[src/rtl/fir_pkg.sv]
// -----------------------------------------------------------------------------
// fir_pkg
// Constants and types shared between the serial FIR filter and its sample
// feeder. Sample width and tap count must stay identical on both sides,
// so both blocks take them from here.
// -----------------------------------------------------------------------------
package fir_pkg;

  localparam int FIR_WIDTH   = 20;                  // signed sample width
  localparam int FIR_TAPS    = 128;                 // filter cycles per output sample
  localparam int FIR_DEPTH   = 8;                   // feeder FIFO depth
  localparam int FIR_PHASE_W = $clog2(FIR_TAPS);    // tap/phase counter width

  // Feeder control state: IDLE until the first sample can be issued on a
  // frame boundary, then RUN for as long as the block is out of reset.
  typedef enum logic {
    ST_IDLE = 1'b0,
    ST_RUN  = 1'b1
  } feeder_state_e;

endpackage

[src/rtl/fir_sample_feeder_if.sv]
// -----------------------------------------------------------------------------
// fir_sample_feeder_if
// Bundles the upstream valid/ready sample stream and the filter-facing
// outputs of the feeder.
//   master : upstream sample source (drives s_data/s_valid, observes the rest)
//   slave  : the feeder itself
// Signals: s_data, s_valid, s_ready, fir_input_sig, fir_ready,
//          sample_strobe, fifo_level.
// -----------------------------------------------------------------------------
interface fir_sample_feeder_if #(
  parameter int WIDTH = fir_pkg::FIR_WIDTH,
  parameter int DEPTH = fir_pkg::FIR_DEPTH
);
  logic signed [WIDTH-1:0]       s_data;
  logic                          s_valid;
  logic                          s_ready;
  logic signed [WIDTH-1:0]       fir_input_sig;
  logic                          fir_ready;
  logic                          sample_strobe;
  logic [$clog2(DEPTH):0]        fifo_level;

  modport master (
    output s_data, s_valid,
    input  s_ready, fir_input_sig, fir_ready, sample_strobe, fifo_level
  );

  modport slave (
    input  s_data, s_valid,
    output s_ready, fir_input_sig, fir_ready, sample_strobe, fifo_level
  );
endinterface

[src/rtl/fir_sample_fifo.sv]
// -----------------------------------------------------------------------------
// fir_sample_fifo
// Generic synchronous first-word-fall-through FIFO with registered storage.
// A word written at edge t is on o_head during cycle t+1. o_head reads 0
// while empty. Pushes while full and pops while empty are ignored.
// Ports: clk, rst_n (async active-low), i_push/i_data, i_pop,
//        o_head, o_level (0..DEPTH), o_full, o_empty.
// -----------------------------------------------------------------------------
module fir_sample_fifo #(
  parameter int WIDTH = 20,
  parameter int DEPTH = 8
) (
  input  logic                     clk,
  input  logic                     rst_n,
  input  logic                     i_push,
  input  logic [WIDTH-1:0]         i_data,
  input  logic                     i_pop,
  output logic [WIDTH-1:0]         o_head,
  output logic [$clog2(DEPTH):0]   o_level,
  output logic                     o_full,
  output logic                     o_empty
);
  localparam int AW = $clog2(DEPTH);
  localparam int LW = AW + 1;

  logic [WIDTH-1:0] r_mem [DEPTH];
  logic [AW-1:0]    r_wptr;
  logic [AW-1:0]    r_rptr;
  logic [LW-1:0]    r_level;
  logic             w_push;
  logic             w_pop;

  assign o_full  = (r_level == LW'(DEPTH));
  assign o_empty = (r_level == {LW{1'b0}});
  assign w_push  = i_push && !o_full;
  assign w_pop   = i_pop && !o_empty;
  assign o_level = r_level;
  assign o_head  = o_empty ? {WIDTH{1'b0}} : r_mem[r_rptr];

  // Storage write; pointers wrap naturally because DEPTH is a power of 2.
  always_ff @(posedge clk or negedge rst_n) begin
    if (!rst_n) begin
      for (int i = 0; i < DEPTH; i++) r_mem[i] <= {WIDTH{1'b0}};
      r_wptr <= {AW{1'b0}};
    end else if (w_push) begin
      r_mem[r_wptr] <= i_data;
      r_wptr        <= r_wptr + AW'(1);
    end
  end

  // Read pointer and occupancy; a simultaneous push and pop leaves the level.
  always_ff @(posedge clk or negedge rst_n) begin
    if (!rst_n) begin
      r_rptr  <= {AW{1'b0}};
      r_level <= {LW{1'b0}};
    end else begin
      if (w_pop) r_rptr <= r_rptr + AW'(1);
      case ({w_push, w_pop})
        2'b10:   r_level <= r_level + LW'(1);
        2'b01:   r_level <= r_level - LW'(1);
        default: r_level <= r_level;
      endcase
    end
  end

endmodule

[src/rtl/fir_sample_feeder.sv]
// -----------------------------------------------------------------------------
// fir_sample_feeder
// Upstream stage of the serial FIR filter. Buffers incoming samples and
// clocks the filter through fir_ready so that each sample is on
// fir_input_sig exactly when the filter latches it (phase TAPS-1).
// The internal phase counter mirrors the filter's tap counter, so the filter
// must only ever advance through this block's fir_ready.
// Ports: clk, rst_n (async active-low), bus (fir_sample_feeder_if.slave),
//        underrun_cnt (only with FIR_FEEDER_ZERO_FILL_EN).
// Optional build macro FIR_FEEDER_ZERO_FILL_EN: never stall the filter in
// RUN; an empty frame boundary feeds a zero sample and counts an underrun.
// -----------------------------------------------------------------------------
module fir_sample_feeder
  import fir_pkg::*;
#(
  parameter int WIDTH = FIR_WIDTH,
  parameter int TAPS  = FIR_TAPS,
  parameter int DEPTH = FIR_DEPTH
) (
  input  logic                clk,
  input  logic                rst_n,
  fir_sample_feeder_if.slave  bus
`ifdef FIR_FEEDER_ZERO_FILL_EN
  ,
  output logic [15:0]         underrun_cnt
`endif
);
  localparam int PW = $clog2(TAPS);
  localparam int LW = $clog2(DEPTH) + 1;
  localparam logic [PW-1:0] LAST_PHASE = PW'(TAPS - 1);

  feeder_state_e    r_state;
  feeder_state_e    w_state_nxt;
  logic [PW-1:0]    r_phase;
  logic [LW-1:0]    w_level;
  logic [WIDTH-1:0] w_head;
  logic             w_full;
  logic             w_empty;
  logic             w_boundary;
  logic             w_push;
  logic             w_pop;
  logic             w_fir_ready;
  logic             w_strobe;

  assign w_boundary = (r_phase == LAST_PHASE);
  // s_ready comes from registered occupancy only, so a full FIFO refuses a
  // push even on the cycle it pops.
  assign w_push     = bus.s_valid && !w_full;

  fir_sample_fifo #(
    .WIDTH (WIDTH),
    .DEPTH (DEPTH)
  ) u_fifo (
    .clk     (clk),
    .rst_n   (rst_n),
    .i_push  (w_push),
    .i_data  (bus.s_data),
    .i_pop   (w_pop),
    .o_head  (w_head),
    .o_level (w_level),
    .o_full  (w_full),
    .o_empty (w_empty)
  );

  // Control state register.
  always_ff @(posedge clk or negedge rst_n) begin
    if (!rst_n) r_state <= ST_IDLE;
    else        r_state <= w_state_nxt;
  end

  // Next state, filter advance, strobe and pop decisions.
  always_comb begin
    w_state_nxt = r_state;
    w_fir_ready = 1'b0;
    w_strobe    = 1'b0;
    w_pop       = 1'b0;
    case (r_state)
      ST_IDLE: begin
        if (w_boundary && !w_empty) w_state_nxt = ST_RUN;
        else                        w_state_nxt = ST_IDLE;
      end
      ST_RUN: begin
`ifdef FIR_FEEDER_ZERO_FILL_EN
        w_fir_ready = 1'b1;
`else
        // Hold the filter on its last tap until a sample is available.
        w_fir_ready = !w_boundary || !w_empty;
`endif
        w_strobe    = w_fir_ready && w_boundary;
        w_pop       = w_strobe && !w_empty;
      end
      default: w_state_nxt = ST_IDLE;
    endcase
  end

  // Phase counter, a shadow of the filter's tap index (wraps TAPS-1 -> 0).
  always_ff @(posedge clk or negedge rst_n) begin
    if (!rst_n)           r_phase <= LAST_PHASE;
    else if (w_fir_ready) r_phase <= r_phase + PW'(1);
  end

`ifdef FIR_FEEDER_ZERO_FILL_EN
  logic [15:0] r_underrun;

  // Saturating count of boundaries that fed a zero instead of a sample.
  always_ff @(posedge clk or negedge rst_n) begin
    if (!rst_n)                                           r_underrun <= 16'h0000;
    else if (w_strobe && w_empty && r_underrun != 16'hFFFF) r_underrun <= r_underrun + 16'h0001;
  end

  assign underrun_cnt = r_underrun;
`endif

  assign bus.s_ready       = !w_full;
  assign bus.fir_input_sig = w_head;
  assign bus.fir_ready     = w_fir_ready;
  assign bus.sample_strobe = w_strobe;
  assign bus.fifo_level    = w_level;

endmodule
[src/flat_wrapper.sv]
// flat-port wrapper written by rule: the top's interface ports become plain ports
module fir_sample_feeder_flat import fir_pkg::*;
#(
  parameter int WIDTH = FIR_WIDTH,
  parameter int TAPS  = FIR_TAPS,
  parameter int DEPTH = FIR_DEPTH
)
  (clk, rst_n, bus_s_data, bus_s_valid, bus_s_ready, bus_fir_input_sig, bus_fir_ready, bus_sample_strobe, bus_fifo_level);
  fir_sample_feeder_if #(.WIDTH(WIDTH), .DEPTH(DEPTH)) bus_i ();
  input  logic clk;
  input  logic rst_n;
  input wire logic [$bits(bus_i.s_data)-1:0] bus_s_data;
  input wire logic [$bits(bus_i.s_valid)-1:0] bus_s_valid;
  output wire logic [$bits(bus_i.s_ready)-1:0] bus_s_ready;
  output wire logic [$bits(bus_i.fir_input_sig)-1:0] bus_fir_input_sig;
  output wire logic [$bits(bus_i.fir_ready)-1:0] bus_fir_ready;
  output wire logic [$bits(bus_i.sample_strobe)-1:0] bus_sample_strobe;
  output wire logic [$bits(bus_i.fifo_level)-1:0] bus_fifo_level;
  assign bus_i.s_data = bus_s_data;
  assign bus_i.s_valid = bus_s_valid;
  assign bus_s_ready = bus_i.s_ready;
  assign bus_fir_input_sig = bus_i.fir_input_sig;
  assign bus_fir_ready = bus_i.fir_ready;
  assign bus_sample_strobe = bus_i.sample_strobe;
  assign bus_fifo_level = bus_i.fifo_level;
  fir_sample_feeder #(.WIDTH(WIDTH), .TAPS(TAPS), .DEPTH(DEPTH)) u_core (.clk(clk), .rst_n(rst_n), .bus(bus_i));
endmodule
[config.mk]
export PLATFORM = sky130hd
export DESIGN_NAME = fir_sample_feeder_flat
export DESIGN_NICKNAME = d
export VERILOG_FILES = /design/src/rtl/fir_pkg.sv /design/src/rtl/fir_sample_feeder_if.sv /design/src/rtl/fir_sample_fifo.sv /design/src/rtl/fir_sample_feeder.sv /design/src/flat_wrapper.sv
export SDC_FILE = /design/constraint.sdc
export NUM_CORES = 1
export LEC_CHECK = 0
export BUFFER_PORTS_ARGS = -buffer_cell sky130_fd_sc_hd__buf_2
export CORE_ASPECT_RATIO = 1.5
export CORE_MARGIN = 4
export CORE_UTILIZATION = 60
export CTS_BUF_LIST = sky130_fd_sc_hd__clkbuf_8
export CTS_CLUSTER_SIZE = 10
export DETAILED_ROUTE_END_ITERATION = 8
export PLACE_DENSITY = 0.85
export SYNTH_ARGS = -nofsm -noshare
export SYNTH_HDL_FRONTEND = slang
export SYNTH_SLANG_ARGS = --single-unit
[constraint.sdc]
create_clock -name clk -period 6.4 [get_ports clk]
set_clock_uncertainty 0.05 [all_clocks]
set_input_delay 1.28 -clock clk [delete_from_list [all_inputs] [get_ports clk]]
set_output_delay 1.28 -clock clk [all_outputs]
set_load 0.02 [all_outputs]
After elaboration in Yosys (flattened, before gate mapping). Index checks and enable logic that the tools add are counted.

Register bits after elaboration: 178. Bits of input ports: 23. Output and inout bits: 27.

Add/subtract/negate cells: 5. Magnitude comparators: 3. Equal/unequal tests: 4. Muxes and demuxes: 13. Bitwise logic cells: 2. Reduce and logical (&&, ||, !) cells: 13.

Operators by type and width (number): 160-bit bitwise mux (1); 20-bit two-way mux (4); 20-bit binary-select mux with 3-bit select (1); 20-bit demux with 3-bit select (1); 4-bit >= comparator (second input constant) (2); 3-bit NOT with 4-bit output (2); 4-bit case mux with 2 select lines (1); 7-bit by 1-bit adder with 7-bit output (second input constant) (1); 7-bit equality test (second input constant) (1); 1-bit logical AND (7); 3-bit by 1-bit adder with 3-bit output (second input constant) (2); 1-bit two-way mux (5); 4-bit by 1-bit adder with 4-bit output (second input constant) (1); 4-bit equality test (second input constant) (1); 4-bit zero test (1); 4-bit by 1-bit less-than comparator with 1-bit output (second input constant) (1); 4-bit by 1-bit subtractor with 4-bit output (second input constant) (1); 1-bit zero test (3); 2-bit by 1-bit equality test with 1-bit output (second input constant) (1); 2-bit equality test (second input constant) (1); 2-bit nonzero test (1); 1-bit logical OR (1).

Logic depth before layout (Yosys ltp). Gate-level depths: netlist (run 1).

Word-level depth: 9. Depth in mapped cells: 10. Mapped depth without buffers: 9.

Cells and area by module. From an unflattened synthesis (run 1), not the netlist that was laid out.

Cells, all modules: 514. Area, all modules: 8620.8 sq um.

By module, submodules not included: fir_sample_fifo (times used 1, cells an instance 476, area an instance 8190.4 sq um); fir_sample_feeder (times used 1, cells an instance 38, area an instance 430.4 sq um).

Worst setup path before layout (run 1). Ideal clock, no wire load.

Path type: input port to flip-flop. Start: input bus_s_valid. End: register u_core.u_fifo.r_level[3], in the netlist u_core.u_fifo.o_level[3]. Arrival: 3057 ps. Path slack: 3203 ps. Stages: 7. Buffers on the path: 2. Cell sequence: buf_2 nand2_1 ha_1 clkbuf_1 or4b_2 a21o_1 o221ai_1.

Cells in the longest elaborated chain, start to end: 4.

Ends and longest elaborated chain: start: declaration (line flat_wrapper.sv:13) `input wire logic [$bits(bus_i.s_valid)-1:0] bus_s_valid;`; 1-bit logical AND (*) (line fir_sample_feeder.sv:48) `assign w_push = bus.s_valid && !w_full;`; 1-bit logical AND (*) (line fir_sample_fifo.sv:35) `assign w_push = i_push && !o_full;`; 2-bit by 1-bit equality test with 1-bit output or 2-bit equality test (tied branches) (line fir_sample_fifo.sv:58) `case ({w_push, w_pop})`; 4-bit case mux with 2 select lines or 2-bit nonzero test (tied branches); end signal: assignment (line fir_sample_fifo.sv:59) `2'b10: r_level <= r_level + LW'(1);`; end signal: assignment (line fir_sample_fifo.sv:60) `2'b01: r_level <= r_level - LW'(1);`; end signal: assignment (line fir_sample_fifo.sv:61) `default: r_level <= r_level;`; end: declaration (line fir_sample_fifo.sv:29) `logic [LW-1:0] r_level;`.

Mark *: on every way between the ends. The rest lies on a longest branch, timed or not. A chain may end at the register's enable or synchronous reset.

Final worst setup path (run 1).
Start: register u_core.u_fifo.r_rptr[0]. End: output bus_fir_input_sig[1].

Cells in the longest elaborated chain, start to end: 5.

Ends and longest elaborated chain: start: declaration (line fir_sample_fifo.sv:28) `logic [AW-1:0] r_rptr;`; start signal: assignment (line fir_sample_fifo.sv:54) `r_rptr <= {AW{1'b0}};`; start signal: assignment (line fir_sample_fifo.sv:57) `if (w_pop) r_rptr <= r_rptr + AW'(1);`; 3-bit NOT with 4-bit output (not written as such) (line fir_sample_fifo.sv:38) `assign o_head = o_empty ? {WIDTH{1'b0}} : r_mem[r_rptr];`; 20-bit binary-select mux with 3-bit select (line fir_sample_fifo.sv:38); 20-bit two-way mux (not written as such) (2 in a row) (line fir_sample_fifo.sv:38); 20-bit two-way mux (line fir_sample_fifo.sv:38); end: declaration (line flat_wrapper.sv:15) `output wire logic [$bits(bus_i.fir_input_sig)-1:0] bus_fir_input_sig;`.

No other way between the ends. The select of a mux whose other input is x is not followed.

==> results of run 1 <==
-- synth_stat cells (all sizes together) --
cell,instances
and3,1
o31ai,2
inv,4
o21a,1
nor4,4
nand3,2
o41ai,1
mux2,165
or4,2
nor2,5
or3b,1
ha,6
xnor2,5
mux2i,1
a21o,1
nor2b,3
buf,30
a31oi,1
dfrtp,171
nand3b,1
dfstp,7
or3,1
and2,4
a22o,20
mux4,40
xor2,3
nand2,4
and4,3
nand4,5
clkbuf,6
a21oi,6
or4b,2
nand4b,4
o221ai,1
a2111oi,1
-- per-stage QoR --
step / setup WS [ns] / hold slack [ns]
after floorplan: 3.20 / 0.406
after global placement: 2.66 / 0.420
after detailed placement: 2.61 / 0.439
after CTS: 2.10 / 0.461
after global routing: 1.96 / 0.465
final: 2.19 / 0.456
-- cell type report --
type / instances / area [um^2]
clock inverter: 13 / 91.3
clock buffer: 18 / 248
tap: 196 / 245
inverter: 4 / 15.0
fill: 1028 / 5190
timing repair buffer: 55 / 297
multi-input combinational: 296 / 4120
sequential: 178 / 4460
-- registers in the layout, indices dropped and copies added (netlist names) --
register               count
u_core.u_fifo.r_mem      160
u_core.r_phase             7
u_core.u_fifo.o_level      4
u_core.u_fifo.r_rptr       3
u_core.u_fifo.r_wptr       3
u_core.r_state             1
-- per-layer routing --
metal | wire [um] | global-route usage (%)
met1 | 7630 | 30.4
met2 | 9010 | 36.1
met3 | 819 | 3.84
met4 | 401 | 8.06
met5 | 0 | 0
-- critical path, cell delays in order (launching register included) --
cell	delay (ns)
dfrtp_2	0.94
buf_4	0.49
mux4_2	0.55
a22o_1	0.26
buf_2	0.16
-- power groups by stage --
| stage | clock network (mW) | registers [mW] | logic (mW) |
|---|---|---|---|
| after detailed placement | 0 | 2.02 | 1.77 |
| final | 0.680 | 2.02 | 1.76 |
| after global placement | 0 | 1.97 | 1.71 |
| after CTS | 0.692 | 2.01 | 1.78 |
| after global routing | 0.740 | 2.08 | 1.86 |
| after floorplan | 0 | 1.89 | 1.54 |
-- worst paths after layout --
kind	startpoint	endpoint	slack [ns]
worst max-delay path	u_core.u_fifo.r_rptr[0]$_DFFE_PN0P_	bus_fir_input_sig[1]	2.19
max in group asynchronous	rst_n	u_core.u_fifo.r_mem[152]$_DFFE_PN0P_	4.42
worst min register to register	u_core.r_phase[0]$_DFFE_PN1P_	u_core.r_phase[0]$_DFFE_PN1P_	0.46
min in group asynchronous	rst_n	u_core.u_fifo.r_mem[139]$_DFFE_PN0P_	0.67
worst max register to register	u_core.r_phase[0]$_DFFE_PN1P_	u_core.u_fifo.o_level[3]$_DFFE_PN0P_	3.04
worst min-delay path	u_core.r_phase[0]$_DFFE_PN1P_	u_core.r_phase[0]$_DFFE_PN1P_	0.46
-- logic make-up after synthesis --
| logic type | count (synthesis) | synth area share, % |
|---|---|---|
| AO/OA/AOI/OAI | 34 | 3.13 |
| XOR/XNOR | 8 | 0.779 |
| adder cells (fa/ha/maj) | 6 | 0.834 |
| buffers and inverters | 40 | 4.67 |
| flip-flops | 178 | 49.6 |
| multiplexers | 206 | 36.6 |
| AND/OR/NAND/NOR | 42 | 4.38 |
==> flow_summary.json, run 1 <==
{
  "status": "complete, no violations",
  "clock-sinks": 178,
  "place_area_mm2": 0.00914,
  "postRouteAntennaNets": 0,
  "layout-drive-gt1-share_pct": 55.3,
  "grt_pass1_vias": 5190,
  "hold_path_class": "register to register",
  "max_freq_mhz": 238,
  "worst_ep_arrival_time_ns": 2.88,
  "clock_power_share_pct": 15.2,
  "fp-row-count": 54,
  "netlist.area_leader.share_pct": 47.6,
  "start_kind": "register",
  "hpwl_um": 10700,
  "syn_to_final_growth_pct": 5.30,
  "p_seq_share_pct": 45.3,
  "fin_nets": 581,
  "synth_cells": 514,
  "final_area_mm2": 0.00948,
  "worst_ir_drop_vdd_mv": 0.314,
  "drt_iter0_drc": 284,
  "ys_warn_count": 0,
  "vias": 4707,
  "core_mm2": 0.0147,
  "internal_power_mw": 3.06,
  "io_pins": 50,
  "cts_htree_levels": 4,
  "crit_path_max_fanout": 24,
  "cts_buffers": 17,
  "drv_cap": 0,
  "fin_cells": 760,
  "diodes": 0,
  "hold_viol": 0,
  "drc": 0,
  "clkTransAtPathRegs_ns": 0.09,
  "yosysSeqAreaShare_pct": 49.6,
  "slew_headroom_pct": 19.0,
  "cp-end-kind": "output pin",
  "fin_crit_sh_pct": 65.7,
  "power_mw": 4.46,
  "worstMarginPinSlew_ns": 1.21,
  "rsz0062_at_grt": "false",
  "timing.setup.tns_ns": 0,
  "period_minus_slack_ns": 4.21,
  "power_density_mw_per_mm2": 471,
  "cts_setup_buffers": 0,
  "start_util_pct": 61.4,
  "cts_root_buffer": "clkbuf_8",
  "final_common_cell": "dfrtp_1",
  "combinationalPowerShare_pct": 39.5,
  "grt_pass1_wl_um": 28600,
  "finalSetupViolCount": 0,
  "groute.usage.overall_pct": 22.2,
  "yosysTopAreaCell": "dfrtp_1",
  "ys_ff_latch": 178,
  "cts_tree": "built",
  "mostFrequentLayoutCells": "170 x dfrtp_1, 140 x mux2_4, 48 x buf_2",
  "worstPathRequired_ns": 5.07,
  "cts_buffer_depth": 2,
  "r2r_cells": 7,
  "dieHeight_um": 158,
  "first_pass_iters": 4,
  "antenna_found_initial": 0,
  "ys_top_cells_by_area": "dfrtp_1 48%, mux2_4 23%, mux4_2 10%",
  "postCtsResizedCells": 0,
  "wl_um": 17900,
  "synth_nets": 543,
  "syn_area_per_cell_um2": 17.5,
  "wl_per_cell_um": 23.5,
  "chipWidth_um": 108,
  "timing.final.max_slew_violations": 0,
  "clock_latency_ns": 0.46,
  "io_buffer_count": 49,
  "ctsHoldBuffers": 0,
  "hold_depth": 1,
  "grt_max_degree": 74,
  "yosys.cell_types.count": 47,
  "vias_per_cell": 6.19,
  "dieArea_mm2": 0.0171,
  "grt_overflow": 0,
  "fin_util_pct": 64.6,
  "place.gp.congestion": 0.784,
  "leakagePower_nw": 4.52,
  "syn_area_mm2": 0.00900,
  "p_switching_mw": 1.40,
  "switching_share_pct": 31.4,
  "dp.cells": 729,
  "critical_path_class": "register to output pin"
}
No activity file was read; power rests on OpenSTA's default activity.
==> run 2, diff against run 1 <==
==> constraint.sdc (replaced) <==
create_clock -name clk -period 4.2 [get_ports clk]
set_clock_uncertainty 0.05 [all_clocks]
set_input_delay 0.84 -clock clk [delete_from_list [all_inputs] [get_ports clk]]
set_output_delay 0.84 -clock clk [all_outputs]
set_load 0.02 [all_outputs]
==> run 2 against run 1 <==
  * First-iteration DRC count is 25% higher
  * Worst setup slack got worse by 1.5 ns
  * Utilization increased by 0.84 points
  * Sequential share of layout area is 0.61 points lower
  * Critical path depth is the same
  * Largest cell class unchanged
  * Design area rose by 1.3%
  * Final cell count up 0.26%
  * Sequential cell count unchanged
  * Global-route usage increased by 0.14 points
  * Register-to-register slack worse by 2.2 ns
  * Sequential power rose by 52%
==> flow_summary.json, run 2 (synthesis results as in run 1) <==
{
  "drc": 0,
  "hold_path_class": "input pin to asynchronous set/reset pin",
  "power_density_mw_per_mm2": 734,
  "vias_per_cell": 6.12,
  "chipWidth_um": 108,
  "dp_slack_ns": 0.969,
  "place_area_mm2": 0.00917,
  "path_cells": "or4_4, and2_1, a22o_1, buf_2",
  "hold_viol": 0,
  "timing.setup.tns_ns": 0,
  "critical_path_class": "register to output pin",
  "fp-row-count": 54,
  "crit_slowest_cell": "or4_4",
  "start_util_pct": 61.4,
  "largest_reg_flops": 160,
  "max_flop_register": "u_core.u_fifo.r_mem",
  "worstMarginPinSlew_ns": 1.08,
  "clkTransAtPathRegs_ns": 0.09,
  "grt_max_degree": 92,
  "cts_setup_buffers": 0,
  "period_minus_slack_ns": 3.54,
  "cp-end-kind": "output pin",
  "cts_buffer_depth": 2,
  "grt_pass1_vias": 5165,
  "clock-sinks": 178,
  "critPathMaxStageDelay_ns": 0.60,
  "finalSetupViolCount": 0,
  "leakagePower_nw": 4.57,
  "dp.cells": 730,
  "fillers": 1008,
  "postCtsResizedCells": 0,
  "ctsHoldBuffers": 0,
  "dieHeight_um": 158,
  "grt_overflow": 0,
  "cts_tree": "built",
  "slew_headroom_pct": 28.1,
  "crit_path_max_fanout": 20,
  "start_kind": "register",
  "fin_nets": 582,
  "mostFrequentLayoutCells": "170 x dfrtp_1, 140 x mux2_4, 48 x buf_2",
  "worst_ir_drop_vdd_mv": 0.370,
  "wl_um": 17900,
  "wl_per_cell_um": 23.5,
  "status": "complete, no violations",
  "groute.usage.overall_pct": 22.3,
  "clock_latency_ns": 0.45,
  "grt_pass1_wl_um": 28900,
  "io_pins": 50,
  "hold_slack_ns": 0.406,
  "setup_ws_ns": 0.659,
  "fin_crit_sh_pct": 84.3,
  "first_pass_iters": 4,
  "worst_ep_arrival_time_ns": 2.65,
  "drt_iter0_drc": 356,
  "antenna_found_initial": 0,
  "postRouteAntennaNets": 0,
  "cts_htree_levels": 4,
  "vias": 4665,
  "cts_buffers": 17,
  "final_common_cell": "dfrtp_1",
  "final_area_mm2": 0.00960,
  "cts_root_buffer": "clkbuf_8",
  "power_mw": 7.04,
  "core_mm2": 0.0147,
  "place.gp.congestion": 0.764,
  "fin_cells": 762,
  "dieArea_mm2": 0.0171,
  "layout-drive-gt1-share_pct": 55.5,
  "diodes": 0,
  "max_freq_mhz": 282,
  "rsz0062_at_grt": "false",
  "io_buffer_count": 49,
  "hpwl_um": 10600,
  "worstPathRequired_ns": 3.31,
  "drv_cap": 0,
  "syn_to_final_growth_pct": 6.67,
  "timing.final.max_slew_violations": 0,
  "fin_util_pct": 65.5
}
## run 2: where the power goes
part           internal [mW]  total (mW)  switching (mW)  leakage [nW]
logic                   1.72        2.71           0.993          2.23
clock network          0.630        1.27           0.638         0.212
registers               2.53        3.07           0.537          2.13
## run 2: worst max-delay path: cells and delay by family (launching register included)
family / cells / cell delay (ns)
and+or+nand+nor: 2 / 1.15
DFF: 1 / 0.51
AOI/OAI and AO/OA: 1 / 0.37
buffers and inverters: 1 / 0.16
## run 2: final timing paths
path | start | endpoint | slack [ns] | cells after the start
setup reg to reg | u_core.r_phase[0]$_DFFE_PN1P_ | u_core.u_fifo.o_level[3]$_DFFE_PN0P_ | 0.86 | 7
hold / removal | rst_n | u_core.u_fifo.r_mem[65]$_DFFE_PN0P_ | 0.41 | 1
hold reg to reg | u_core.r_phase[0]$_DFFE_PN1P_ | u_core.r_phase[0]$_DFFE_PN1P_ | 0.46 | 1
min in group clk | u_core.r_phase[0]$_DFFE_PN1P_ | u_core.r_phase[0]$_DFFE_PN1P_ | 0.46 | 1
max in group asynchronous | rst_n | u_core.u_fifo.r_mem[101]$_DFFE_PN0P_ | 2.76 | 2
setup / recovery | u_core.u_fifo.o_level[1]$_DFFE_PN0P_ | bus_fir_input_sig[1] | 0.66 | 4
## run 2: layout make-up
| class | instances | area [um^2] | share of cell area, % |
|---|---|---|---|
| Sequential cell | 178 | 4460 | 46.5 |
| Multi-Input combinational cell | 296 | 4120 | 42.9 |
| Timing Repair Buffer | 56 | 329 | 3.43 |
| Clock buffer | 19 | 262 | 2.72 |
| Tap cell | 196 | 245 | 2.55 |
| Clock inverter | 13 | 169 | 1.76 |
| Inverter | 4 | 15.0 | 0.156 |
## run 2: layer usage
layer / part of all wire [%] / global-route usage, %
met4: 1.4 / 5.72
met3: 3.9 / 4.00
met1: 43 / 30.2
met5: 0 / 0
met2: 52 / 37.8
